--- src/rtl/uart_pkg.sv ---
// Shared UART definitions: receiver states, oversample ratio, baud-rate table.
// Latency: n/a (types and constants only).
// Backpressure: n/a.
package uart_pkg;

  localparam int unsigned OSR = 16;

  typedef enum logic [2:0] {IDLE, START, DATA, PARITY, STOP, BREAK} rx_state_t;

  typedef struct packed {
    logic [7:0] data;
    logic       parity_err;
    logic       frame_err;
  } rx_byte_t;

  // Rate table shared with tx_module; keep both ends in step.
  function automatic int unsigned baud_rate(input logic [2:0] sel);
    case (sel)
      3'd0:    return 4800;
      3'd1:    return 9600;
      3'd2:    return 19200;
      3'd3:    return 38400;
      3'd4:    return 57600;
      3'd5:    return 115200;
      3'd6:    return 230400;
      default: return 460800;
    endcase
  endfunction

endpackage

--- src/rtl/uart_os_tick.sv ---
// 16x oversample tick generator: one-clk pulse every floor(FCLK/(16*rate)) clocks.
// Latency: first tick arrives one divisor period after restart.
// Backpressure: none; free-running apart from the synchronous restart.
module uart_os_tick
  import uart_pkg::*;
#(
  parameter int unsigned FCLK = 500_000_000
) (
  input  logic       clk,
  input  logic       rst,
  input  logic       restart,
  input  logic [2:0] baud_sel,
  output logic       tick
);

  logic [19:0] div_tab [8];
  logic [19:0] cnt;
  logic        last;

  // Each entry folds to a constant, so no runtime divider is built.
  for (genvar i = 0; i < 8; i++) begin : g_div
    assign div_tab[i] = 20'(FCLK / (OSR * baud_rate(3'(i))));
  end

  assign last = (cnt == div_tab[baud_sel] - 20'd1);

  always_ff @(posedge clk) begin
    if (rst) begin
      cnt  <= '0;
      tick <= 1'b0;
    end else if (restart) begin
      cnt  <= '0;
      tick <= 1'b0;
    end else if (last) begin
      cnt  <= '0;
      tick <= 1'b1;
    end else begin
      cnt  <= cnt + 20'd1;
      tick <= 1'b0;
    end
  end

endmodule

--- src/rtl/uart_rx_checked.sv ---
// Checked UART receiver: 16x oversampled, majority-voted, even parity, framing/overrun detection.
// Latency: data_out_valid rises 2 sync + 1 clk after the stop-bit majority point.
// Backpressure: single holding register; a frame completing while it is full and not draining is dropped.
module uart_rx_checked
  import uart_pkg::*;
#(
  parameter int unsigned fclk = 500_000_000
) (
  input  logic       clk,
  input  logic       rst,
  input  logic       rxd,
  input  logic [2:0] baud,
  input  logic       parity_en,
  output logic [7:0] data_out,
  output logic       data_out_valid,
  input  logic       data_out_ready,
  output logic       parity_err,
  output logic       frame_err,
  output logic       overrun,
  output logic       busy
);

  logic       rxd_m, rxd_s, rxd_q;
  rx_state_t  state_q, state_d;
  logic [2:0] baud_q;
  logic       parity_en_q;
  logic       tick;
  logic [3:0] tick_cnt;
  logic [2:0] bit_cnt;
  logic [7:0] shreg;
  logic       smp7, smp8, par_q;
  logic       start_det, at_mid, at_end, maj, stop_dec, xfer;
  logic       done_q;
  rx_byte_t   done_byte_q, hold_q;
  logic       vld_q, ovr_q;

  assign start_det = (state_q == IDLE) && rxd_q && !rxd_s;
  assign at_mid    = tick && (tick_cnt == 4'd9);
  assign at_end    = tick && (tick_cnt == 4'd15);
  assign maj       = (smp7 & smp8) | (smp7 & rxd_s) | (smp8 & rxd_s);
  assign stop_dec  = (state_q == STOP) && at_mid;
  assign xfer      = vld_q && data_out_ready;

  uart_os_tick #(.FCLK(fclk)) u_tick (
    .clk      (clk),
    .rst      (rst),
    .restart  (start_det),
    .baud_sel (baud_q),
    .tick     (tick)
  );

  always_ff @(posedge clk) begin
    if (rst) state_q <= IDLE;
    else     state_q <= state_d;
  end

  // Stop is decided mid-bit so a following start edge is never missed.
  always_comb begin
    state_d = state_q;
    case (state_q)
      IDLE:    if (start_det) state_d = START;
      START:   if (at_mid && maj) state_d = IDLE;
               else if (at_end) state_d = DATA;
      DATA:    if (at_end && bit_cnt == 3'd7) state_d = parity_en_q ? PARITY : STOP;
      PARITY:  if (at_end) state_d = STOP;
      STOP:    if (at_mid) state_d = maj ? IDLE : BREAK;
      BREAK:   if (rxd_s) state_d = IDLE;
      default: state_d = IDLE;
    endcase
  end

  always_ff @(posedge clk) begin
    if (rst) begin
      rxd_m       <= 1'b1;
      rxd_s       <= 1'b1;
      rxd_q       <= 1'b1;
      baud_q      <= '0;
      parity_en_q <= 1'b0;
      tick_cnt    <= '0;
      bit_cnt     <= '0;
      shreg       <= '0;
      smp7        <= 1'b1;
      smp8        <= 1'b1;
      par_q       <= 1'b0;
      done_q      <= 1'b0;
      done_byte_q <= '0;
    end else begin
      rxd_m  <= rxd;
      rxd_s  <= rxd_m;
      rxd_q  <= rxd_s;
      done_q <= stop_dec;
      if (start_det) begin
        baud_q      <= baud;
        parity_en_q <= parity_en;
        tick_cnt    <= '0;
        bit_cnt     <= '0;
      end else if (tick) begin
        tick_cnt <= tick_cnt + 4'd1;
        if (tick_cnt == 4'd7) smp7 <= rxd_s;
        if (tick_cnt == 4'd8) smp8 <= rxd_s;
        if (at_mid && state_q == DATA)   shreg <= {maj, shreg[7:1]};
        if (at_mid && state_q == PARITY) par_q <= maj;
        if (at_end && state_q == DATA)   bit_cnt <= bit_cnt + 3'd1;
      end
      if (stop_dec)
        done_byte_q <= '{data:       shreg,
                         parity_err: parity_en_q & (^shreg ^ par_q),
                         frame_err:  ~maj};
    end
  end

  // Holding register: a same-cycle drain makes room for the new byte.
  always_ff @(posedge clk) begin
    if (rst) begin
      hold_q <= '0;
      vld_q  <= 1'b0;
      ovr_q  <= 1'b0;
    end else begin
      ovr_q <= 1'b0;
      if (done_q) begin
        if (!vld_q || xfer) begin
          hold_q <= done_byte_q;
          vld_q  <= 1'b1;
        end else begin
          ovr_q <= 1'b1;
        end
      end else if (xfer) begin
        vld_q <= 1'b0;
      end
    end
  end

  assign data_out       = hold_q.data;
  assign parity_err     = hold_q.parity_err;
  assign frame_err      = hold_q.frame_err;
  assign data_out_valid = vld_q;
  assign overrun        = ovr_q;
  assign busy           = (state_q != IDLE);

endmodule

--- config.mk ---
export PLATFORM = sky130hd
export DESIGN_NAME = uart_rx_checked
export DESIGN_NICKNAME = d
export VERILOG_FILES = /design/src/rtl/uart_pkg.sv /design/src/rtl/uart_os_tick.sv /design/src/rtl/uart_rx_checked.sv
export SDC_FILE = /design/constraint.sdc
export NUM_CORES = 1
export LEC_CHECK = 0
export ABC_AREA = 1
export ABC_CLOCK_PERIOD_IN_PS = 5200
export CAP_MARGIN = 25
export CELL_PAD_IN_SITES_DETAIL_PLACEMENT = 1
export CELL_PAD_IN_SITES_GLOBAL_PLACEMENT = 1
export CORE_MARGIN = 8
export CORE_UTILIZATION = 45
export DETAILED_ROUTE_END_ITERATION = 8
export GPL_ROUTABILITY_DRIVEN = 0
export GPL_TIMING_DRIVEN = 1
export MAX_ROUTING_LAYER = met4
export PLACE_DENSITY_LB_ADDON = 0.1
export SYNTH_ARGS = -nofsm -noshare
export SYNTH_HDL_FRONTEND = slang
export SYNTH_HIERARCHICAL = 1
export SYNTH_SLANG_ARGS = --single-unit
--- constraint.sdc ---
create_clock -name clk -period 5.2 [get_ports clk]
set_input_delay 0.78 -clock clk [delete_from_list [all_inputs] [get_ports clk]]
set_output_delay 0.78 -clock clk [all_outputs]
set_load 0.02 [all_outputs]
==> run metrics, run 1 <==
Peak VDD IR=0.0002498 V; Initial DRC Count=111; CP Class=flip-flop to flip-flop; core area=0.008721 sq mm; Worst slew margin=38.27%; Post-CTS Setup Inserts=0; multi-input logic area=0.002182 sq mm; effective utilization at floorplan=46.31%; HP Class=flip-flop to flip-flop; RSZ-0062 raised after global routing=no; clock buffer depth=2; TritonCTS Buffers=9; Post-synth top flop=dfxtp_1; post-CTS resize count=0; Post-synth EDFFs=0; CTS sink count=72; share of cells above drive strength 1=11.33%; mean post-synth cell area=6.892 sq um; number of top-level pins=21; Reg clk slew, reported paths=80 ps; pin count of the biggest net entering global routing=35; vias in the first global route=3843; number of diodes=0; DR vias=3619; GRT overflow=0; FF/Latch Area=0.001441 sq mm; Hold Path Cell Cnt=1; reg2reg path depth=14; fin nets=626; crit-path max FO=20; Slew Viols, Final=0; final hold vios=0; H-tree depth=3; fraction of registers with async set/reset=0%; final setup violation count=0; Pwr Density=292.7 mW/mm^2; die span in y=110.7 um; Syn-to-layout area delta=10.59%; area leader, netlist=dfxtp_1; Pleak=1.923 nW; Post-Syn Area=0.004039 sq mm; Std-Cell Rows=34; setup TNS=0 ps; initial antenna violation count=0; Final Util=51.22%; Startpoint Class=flip-flop; hold_buf cts=0; worst path required time=5400 ps; final cycle utilization of the critical path=53.53%; endpoint class of the critical path=flip-flop; synth top area cells=dfxtp_1 (36%), nand2_1 (12%), nor2_1 (8.0%), inv_1 (7.0%), o21ai_0 (4.6%); GRT Util Overall=17.12%; fmax=359.3 MHz; post-route ant nets=0; CP Data Arrival Time=2990 ps; clk_skew=9.829 ps; Clock Tree Root=clkbuf_8; synthesis warning total=6; Yosys top cell area share=35.69%; syn nets=608; worst-skew pair later-pin latency=330 ps; post-synthesis register bit count=72; Filler cells=1168; Die X=110.7 um; Tmin final=2783 ps; die footprint=0.01226 sq mm; status=finished clean; final WL=10120 um; DR WL/cell=14.11 um; Max-Cap Viols=0; DRC errors left=0; post-synthesis cell type count=38; First-pass DRT Iterations=4; Seq/Total Area, Yosys=35.69%; Mapped Cells=586; vias per cell=5.047; CTS tree=yes; Slew @ Worst Pin=924.9 ps; global-route wire length before repair=17370 um; dpl hpwl=7776 um; input/output buffers=20
## flip-flops by register name, summed over array words and instances (netlist names), 3 cells and up
register	count
shreg	8
tick_cnt	4
baud_q	3
data_out	8
bit_cnt	3
u_tick/cnt	20
done_byte_q	10
state_q	3
## critical path: stages, from the launching register on
cell and delay (ps):
dfxtp_1 570, inv_1 150, ha_1 350, ha_1 360, inv_1 40, nand2_1 50, nand2_1 40, nor2_1 80
nand3_1 80, nor2_1 120, nand3_1 100, nor2_2 110, nand3_2 90, nand2_2 400, nor2_1 90
## metal layers
layer  vias to the layer above  track usage (%)  share of wire (%)
met5                         -                -                  0
met4                         0            5.225                1.5
met3                        14            3.571                1.6
met2                        34            31.12                 53
met1                      1707            18.09                 44
li1                       1864                -                  -
## cell usage after synthesis, types with 2 or more instances
| master | n |
|---|---|
| or2_2 | 2 |
| nor2_1 | 86 |
| o21ai_0 | 37 |
| nor2_4 | 2 |
| nor2_2 | 19 |
| nand3_1 | 31 |
| inv_1 | 75 |
| nand3_2 | 4 |
| nand4_1 | 7 |
| nor3_1 | 9 |
| nor3_2 | 2 |
| clkbuf_1 | 5 |
| nand2_1 | 131 |
| ha_1 | 14 |
| o21ai_2 | 2 |
| dfxtp_1 | 72 |
| a21oi_1 | 27 |
| xnor2_1 | 2 |
| nor3_4 | 2 |
| nand2_2 | 6 |
| xor2_1 | 20 |
| buf_4 | 2 |
| nand2_4 | 3 |
| inv_2 | 8 |
| buf_6 | 5 |
## where the power goes
group,switching (mW),internal (mW)
registers,0.0285,0.567
logic,0.188,0.0952
clock network,0.207,0.222
## kinds of logic after synthesis
group	share of synthesized area, %
simple gates	35.53
buf+inv	10.28
flops	35.69
compound gates	9.387
xor+xnor	4.771
fa+ha+maj	4.337
## final timing paths
| path | startpoint | end | slack (ps) |
|---|---|---|---|
| worst max-delay path | baud_q[1] | u_tick/cnt[11] | 2420 |
| worst min register to register | rxd_m | rxd_s | 430 |
| worst max register to register | baud_q[1] | u_tick/cnt[11] | 2420 |
| worst min-delay path | rxd_m | rxd_s | 430 |
## cell usage in the layout, fill, tap and decap left out, drive strengths merged
master         synthesis  layout
nand2                140     140
nor2                 107     107
inv                   83      84
dfxtp                 72      72
o21ai                 40      40
nand3                 36      36
a21oi                 28      28
xor2                  20      20
clkdlybuf4s50          0      20
ha                    14      14
nor3                  13      13
clkbuf                 5      11
nand4                  8       8
clkinv                 2       4
or2                    3       3
xnor2                  2       2
o211ai                 2       2
a211oi                 1       1
clkinvlp               0       1
bufinv                 0       1
nor4                   1       1
nand3b                 1       1
## metrics by stage
step | cell area (sq um) | instances | hold slack, ps | setup WS, ps | power, mW
floorplan | 4039 | 586 | 389.5 | 2975 | 0.8216
global placement | 4279 | 701 | 391.6 | 2418 | 0.8779
detailed placement | 4279 | 701 | 407.7 | 2373 | 0.8901
CTS | 4467 | 717 | 430.7 | 2401 | 1.324
global route | 4467 | 717 | 437.3 | 2116 | 1.384
finish | 4467 | 717 | 427.6 | 2417 | 1.308
## layout make-up
cell class                 count  share of cell area [%]
clock buffer                  11                   2.941
timing repair buffer          20                   4.482
clock inverter                 5                   1.261
tap                          108                   3.025
inverter                      85                   7.171
multi-input combinational    416                   48.85
sequential                    72                   32.27
No activity file was read; power rests on OpenSTA's default activity.
==> inputs of run 2 (changes only) <==
- ABC_CLOCK_PERIOD_IN_PS: 5200 -> 2430
- CORE_UTILIZATION: 45 -> 39
- clock period: 5.2 -> 2.43 ns (I/O delays scaled with it)
==> run metrics, run 2 (same netlist as run 1, synthesis figures left out) <==
status=finished clean; CP Data Arrival Time=2410 ps (-580 ps); DRC errors left=0 (unchanged); fin nets=633 (+1.1%); Final Util=44.96% (-6.3 points); DP Cell Count=736 (+5.0%); Slew @ Worst Pin=370.9 ps (-553.9 ps); Largest regs=u_tick/cnt x20, done_byte_q x10; setup TNS=0 ps (unchanged); pre-CTS setup slack=167.1 ps (-2206 ps); number of diodes=0 (unchanged); clock buffer depth=2 (unchanged); Startpoint Class=flip-flop; Slew Viols, Final=0 (unchanged); final setup violation count=0 (unchanged); First-pass DRT Iterations=4 (unchanged); Post-CTS Setup Inserts=0 (unchanged); vias in the first global route=3840 (-0.078%); die span in y=117.8 um (+6.3%); Tmin final=2157 ps (-626.3 ps); endpoint class of the critical path=flip-flop; fmax=463.6 MHz (+29%); dpl hpwl=7713 um (-0.81%); overall power=2.856 mW (+120%); Std-Cell Rows=37 (+8.8%); GRT Util Overall=15.24% (-1.9 points); max FFs per register=20 (unchanged); Reg clk slew, reported paths=80 ps (about the same); initial antenna violation count=0 (unchanged); effective utilization at floorplan=39.66% (-6.7 points); hold_buf cts=0 (unchanged); Most flops, register=u_tick/cnt; post-route ant nets=0 (unchanged); Peak VDD IR=0.0004180 V (+67%); DR vias=3653 (+0.94%); clk_skew=11.99 ps (+2.157 ps); Syn-to-layout area delta=13.38%; CP Class=flip-flop to flip-flop; core area=0.01018 sq mm (+17%); Filler cells=1334 (+14%); CTS tree=yes; Final Non-Filler Cells=752 (+4.9%); number of top-level pins=21 (unchanged); input/output buffers=20 (unchanged); DR WL/cell=13.13 um (-6.9%); global-route wire length before repair=17220 um (-0.87%); GRT overflow=0 (unchanged); CTS sink count=72 (unchanged); Clock Tree Root=clkbuf_8; most frequent cells in the layout=nand2_1 (131), nor2_1 (86), inv_1 (75); HP Class=flip-flop to flip-flop; share of cells above drive strength 1=12.66% (+1.3 points); Die X=117.8 um (+6.3%); TritonCTS Buffers=9 (unchanged); vias per cell=4.858 (-3.8%); Worst slew margin=75.24% (+37 points); Pleak=1.971 nW (+2.5%); die footprint=0.01387 sq mm (+13%); final cycle utilization of the critical path=88.77% (+35 points); final WL=9876 um (-2.4%); post-CTS resize count=0 (unchanged); Pwr Density=623.7 mW/mm^2 (+110%); worst path required time=2680 ps (-2720 ps); worst-skew pair later-pin latency=350 ps (+20 ps); RSZ-0062 raised after global routing=no; final worst setup slack=273.0 ps (-2144 ps); crit-path max FO=20 (unchanged); commonest non-fill, non-tap cell in the layout=nand2_1; H-tree depth=3 (unchanged); final hold vios=0 (unchanged); Initial DRC Count=123 (+11%); pin count of the biggest net entering global routing=35 (unchanged); Max-Cap Viols=0 (unchanged)
==> run 2: cell count changes in the layout (fill, tap and decap cells not counted) <==
cell,delta
clkinv_2,-1
buf_4,+6
buf_12,+1
clkbuf_8,+1
clkinv_4,+1
dfxtp_1,-2
clkinvlp_4,-1
dfxtp_2,+2
==> run 2: routing by layer <==
layer | global-route usage (%) | up-vias | part of all wire, %
li1 | - | 1876 | -
met1 | 16.30 | 1731 | 45
met2 | 26.76 | 28 | 51
met3 | 2.830 | 18 | 1.8
met4 | 7.206 | 0 | 2.3
met5 | - | - | 0
==> run 2: worst paths after layout <==
check	start	to	slack, ps	cells past startpoint
worst min register to register	rxd_m	rxd_s	420	1
worst min-delay path	rxd_m	rxd_s	420	1
worst max-delay path	baud_q[0]	u_tick/cnt[3]	270	15
worst max register to register	baud_q[0]	u_tick/cnt[3]	270	15
==> run 2: layout make-up <==
type                    count  area [sq um]  share of cell area, %
flip-flops and latches     72          1444                  31.53
multi-input cells         416          2182                  47.65
repair buffers             27         265.3                  5.792
inverters                  85         320.3                  6.995
clock buffers              12         145.1                  3.169
well taps                 136         170.2                  3.716
clock inverters             4         52.55                  1.148
==> run 2: through the flow <==
step                hold slack [ps]  area [sq um]
global route                  451.6          4579
finish                        422.0          4579
detailed placement            410.9          4379
CTS                           425.8          4577
floorplan                     389.5          4039
global placement              402.9          4379
==> run 2: worst max-delay path, cell delays in order (launching register included) <==
cell	delay, ps
dfxtp_2	380
inv_1	90
ha_1	250
ha_1	310
inv_1	40
nand2_1	50
nand2_1	40
nor2_1	80
nand3_1	80
nor2_1	110
nand3_1	90
nor2_2	120
nand3_2	90
nand2_2	90
buf_12	160
nor2_1	50
==> run 2: power breakdown <==
part           leakage (nW)  total (mW)  switching, mW  internal (mW)
logic                  1.29       0.626          0.405          0.221
registers             0.583        1.27         0.0525           1.21
clock network         0.101       0.964          0.457          0.507
total                  1.97        2.86          0.914           1.94
==> inputs of run 3 (changes only) <==
- SKIP_LAST_GASP: not set -> 1
==> results of run 3 <==
Same layout as run 2: the final DEF is identical, and so are final timing and power.
==> variant 1: new RTL, config.mk and constraints of run 2 <==
Add an input register stage for `rxd` and `baud`, cleared by the reset; this delays them by one clock. The other inputs are not delayed to match.
--- a/src/rtl/uart_rx_checked.sv
+++ b/src/rtl/uart_rx_checked.sv
@@ -19,6 +19,19 @@
   output logic       overrun,
   output logic       busy
 );
+
+  logic rxd_r;
+  logic [2:0] baud_r;
+
+  always_ff @(posedge clk) begin
+    if (rst) begin
+      rxd_r  <= '0;
+      baud_r <= '0;
+    end else begin
+      rxd_r  <= rxd;
+      baud_r <= baud;
+    end
+  end
 
   logic       rxd_m, rxd_s, rxd_q;
   rx_state_t  state_q, state_d;
@@ -85,12 +98,12 @@
       done_q      <= 1'b0;
       done_byte_q <= '0;
     end else begin
-      rxd_m  <= rxd;
+      rxd_m  <= rxd_r;
       rxd_s  <= rxd_m;
       rxd_q  <= rxd_s;
       done_q <= stop_dec;
       if (start_det) begin
-        baud_q      <= baud;
+        baud_q      <= baud_r;
         parity_en_q <= parity_en;
         tick_cnt    <= '0;
         bit_cnt     <= '0;
Formal check against the unedited RTL: not equivalent (a bounded check fails within 4 cycles, from zero or initial values and one cycle with rst high).
==> variant 1 against run 2 <==
  * Setup slack worse by 0.052 ns
  * Count of clock-buffer cells in the layout is 2 lower
  * Total power rose by 21%
  * Clock power increased by 35%
  * Synthesized area grew 1.9%
  * Critical path type unchanged
  * Design area is 4.3% higher
  * Largest cell class unchanged
  * Final cell count up 0.53%
  * Sequential cell count is 4 higher
  * Sequential share of layout area up 0.48 points
  * Wire length is 3.1% higher
  * Utilization grew 1.5 points
  * First-iteration DRC count up 0.81%
  * Via count down 0.25%
==> variant 1: results <==
[run_status]
status = finished clean

[pwr]
power.internal_mw = 2.391
leakagePower_nw = 2.046
irDropWorstVdd_mv = 0.5510

[critical_path]
reg2reg_slack_ns = 0.22
reg2reg_to = u_tick/cnt[14]
r2r_cells = 16

[logic_synthesis]
synth_common_cells = nand2_1 (123), nor2_1 (83), dfxtp_1 (76), inv_1 (76), nand3_1 (36)
ys_types = 34
syn_nets = 611
synth_area_leaders = dfxtp_1 (37%), nand2_1 (11%), nor2_1 (7.6%), inv_1 (6.9%), nand3_1 (4.4%)

[place]
place_area_um2 = 4459
dp_cells = 739
dp_hpwl_mm = 7.834

[layout]
nFillCells = 1342
final_cells = 756
final_layout_size_suffix_gt1_share_pct = 14.03

[global_route]
use_met1_pct = 17.77
grt_pass1_wl_mm = 17.36
grt_usage_pct = 15.38
grt_max_degree = 33
grt_util_met3_pct = 2.761
grtUsageMet2_pct = 25.68
grt_pass1_vias = 3677

[cts]
cts_sinks = 76

[timing]
skew_ns = 0.01206
worst_pin_slew_ns = 0.3877
hold_slack_ns = 0.4160

[drt]
vias = 3644
variant 1: cell families (layout without fill, tap and decap cells):
family | count (synthesis) | count (layout) | synth area share, %
adder cells (fa/ha/maj) | 14 | 14 | 4.258
buffers and inverters | 99 | 130 | 10.04
AND/OR/NAND/NOR | 305 | 305 | 34.70
AO/OA/AOI/OAI | 74 | 74 | 9.550
XOR/XNOR | 21 | 21 | 4.471
flip-flops | 76 | 76 | 36.98
variant 1: critical path: cells and delay by family (launching register included):
kind / cells / cell delay, ns
adders and majority gates: 2 / 0.39
and+or+nand+nor: 11 / 1.06
buffers and inverters: 3 / 0.29
DFF: 1 / 0.38
variant 1: repair_timing:
item / CTS / global route
hold buffers: 0 / 0
resized for setup: 0 / 8
buffers inserted: 0 / 0
setup endpoints to repair: 0 / 20
variant 1: routing by layer:
| layer | vias up | share of wire (%) |
|---|---|---|
| met5 | - | 0 |
| met3 | 17 | 1.8 |
| met4 | 0 | 2.5 |
| li1 | 1889 | - |
| met1 | 1708 | 46 |
| met2 | 30 | 49 |
variant 1: how the worst max path moves through the flow:
stage / startpoint / end / slack [ns] / cells past startpoint
2_1_floorplan: baud_q[1] / u_tick/cnt[0] / 0.20 / 16
3_3_place_gp: baud_q[0] / u_tick/cnt[2] / 0.23 / 16
3_5_place_dp: baud_q[0] / u_tick/cnt[3] / 0.13 / 16
4_1_cts: baud_q[0] / u_tick/cnt[3] / 0.12 / 15
5_1_grt: baud_q[0] / u_tick/cnt[0] / -0.01 / 16
6_report: baud_q[0] / u_tick/cnt[14] / 0.22 / 16
variant 1: area by class of cell:
type                    count  area [um^2]  share of cell area, %
clock buffers              10        137.6                  2.882
inverters                  86        322.8                  6.759
well taps                 136        170.2                  3.563
clock inverters             6        133.9                  2.803
multi-input cells         414         2192                  45.90
flip-flops and latches     76         1529                  32.01
repair buffers             28        290.3                  6.078
variant 1: power groups by stage:
stage,Sequential [mW],Clock [mW],Combinational (mW)
after floorplan,1.36,0,0.599
after global placement,1.37,0,0.768
after detailed placement,1.38,0,0.793
after CTS,1.35,1.33,0.798
after global routing,1.36,1.39,0.908
final,1.35,1.30,0.800
variant 1: per-stage QoR:
step | power [mW] | setup WS, ns
4_1_cts | 3.477 | 0.1241
6_report | 3.444 | 0.2214
3_5_place_dp | 2.169 | 0.1331
2_1_floorplan | 1.961 | 0.1997
5_1_grt | 3.651 | -0.01250
3_3_place_gp | 2.141 | 0.2334
==> variant 2: new RTL, config.mk and constraints of run 2 <==
Made on the original files. Change the parameter `fclk` from 500_000_000 to 375_000_000.
--- a/src/rtl/uart_rx_checked.sv
+++ b/src/rtl/uart_rx_checked.sv
@@ -4,7 +4,7 @@
 module uart_rx_checked
   import uart_pkg::*;
 #(
-  parameter int unsigned fclk = 500_000_000
+  parameter int unsigned fclk = 375_000_000
 ) (
   input  logic       clk,
   input  logic       rst,
Function: no difference found for any inputs over 10 cycles, from zero or initial values and one cycle with rst high; that may be too few to reach the edited logic, so the function may still have changed.
==> variant 2 against run 2 <==
  * The run now ends with negative setup slack left
  * Highest routed layer unchanged
  * Global-route usage rose by 2.2 points
  * Largest power group unchanged
  * First-iteration DRC count rose by 8.1%
  * Setup slack got worse by 0.51 ns
  * Die area fell by 1.8%
  * Design area rose by 4.3%
  * Combinational power rose by 52%
  * Count of clock-buffer cells in the layout fell by 1
  * Wire length rose by 8.8%
  * Sequential cell count did not move
  * Synthesized area fell by 2.0%
  * Fmax fell by 19%
  * Non-clock buffer count rose by 17
  * Total power rose by 12%
==> variant 2: results <==
[run_status]
status = finished, violations left
violations = negative setup slack

[logic_synthesis]
syn_nets = 577
synth_compound_area_share_pct = 9.551
ys_types = 42
synth_fa_ha_area_share_pct = 4.111
synth_area_leaders = dfxtp_1 (36%), nand2_1 (11%), inv_1 (6.7%), nor2_1 (6.6%), xor2_1 (4.9%)
synth_xor_area_share_pct = 5.977

[timing]
setup_tns_ns = -4.039
timing.final.ws_setup_ns = -0.2379
hold_slack_ns = 0.4203
setup_viol = 21
max_slew_margin_pct = 73.71
skew_ns = 0.01121

[global_route]
grt_pass1_vias = 3846
use_met1_pct = 17.59
grtUsageMet2_pct = 31.56
grt_util_met3_pct = 4.188
grt_usage_pct = 17.45

[drt]
drtIter0Drc = 133
viasPerCell = 4.944
wl_per_cell_um = 14.58

[pwr]
leakagePower_nw = 2.016
irDropWorstVdd_mv = 0.6519

[place]
dp_cells = 710
place_area_um2 = 4338
post-place-ws_ns = -0.1157

[critical_path]
cpPeakStageDelay_ns = 0.35
arrival_ns = 2.92
setup.worst_path.start = baud_q[1]

[layout]
final_layout_size_suffix_gt1_share_pct = 19.54
nets = 621
==> variant 2: cell count changes after synthesis, sizes merged, moves of 3 or more <==
cell          run 2  this run
inv              83        79
nand2           140       123
nor2            107        96
xnor2             2         5
==> variant 2: timing repair <==
action | 4_1_cts | 5_1_grt
gates resized for setup | 17 | 11
hold endpoints to repair | 0 | 0
setup buffers | 7 | 3
pin swaps | 1 | 12
gates cloned | 2 | 1
endpoints found under the setup margin | 20 | 21
==> variant 2: kinds of logic (layout without fill, tap and decap cells) <==
family                   after synthesis  count (layout)
adder cells (fa/ha/maj)               13              13
buffers and inverters                 93             141
AO/OA/AOI/OAI                         70              70
flip-flops                            72              72
XOR/XNOR                              27              27
AND/OR/NAND/NOR                      281             281
==> variant 2: cell type report <==
cell class,count,area [um^2]
clock buffers,11,151.4
repair buffers,44,450.4
multi-input cells,391,2196
clock inverters,4,53.80
well taps,133,166.4
flip-flops and latches,72,1444
fillers,1273,5044
inverters,82,314.1
==> variant 2: path summary, 6_finish.rpt <==
| kind | depth (start not counted) | end |
|---|---|---|
| setup reg to reg | 19 | u_tick/cnt[17] |
| hold / removal | 1 | rxd_s |
| setup / recovery | 19 | u_tick/cnt[17] |
| hold reg to reg | 1 | rxd_s |
==> variant 2: per-layer routing <==
metal | vias to the layer above | share of wire [%]
li1 | 1830 | -
met1 | 1755 | 42
met2 | 41 | 54
met3 | 18 | 2.6
met4 | 0 | 2.2
met5 | - | 0
==> variant 2: power by group <==
| group | total (mW) | switching (mW) | internal, mW |
|---|---|---|---|
| clock | 0.994 | 0.468 | 0.526 |
| combinational | 0.950 | 0.557 | 0.393 |
| sequential | 1.26 | 0.0504 | 1.21 |
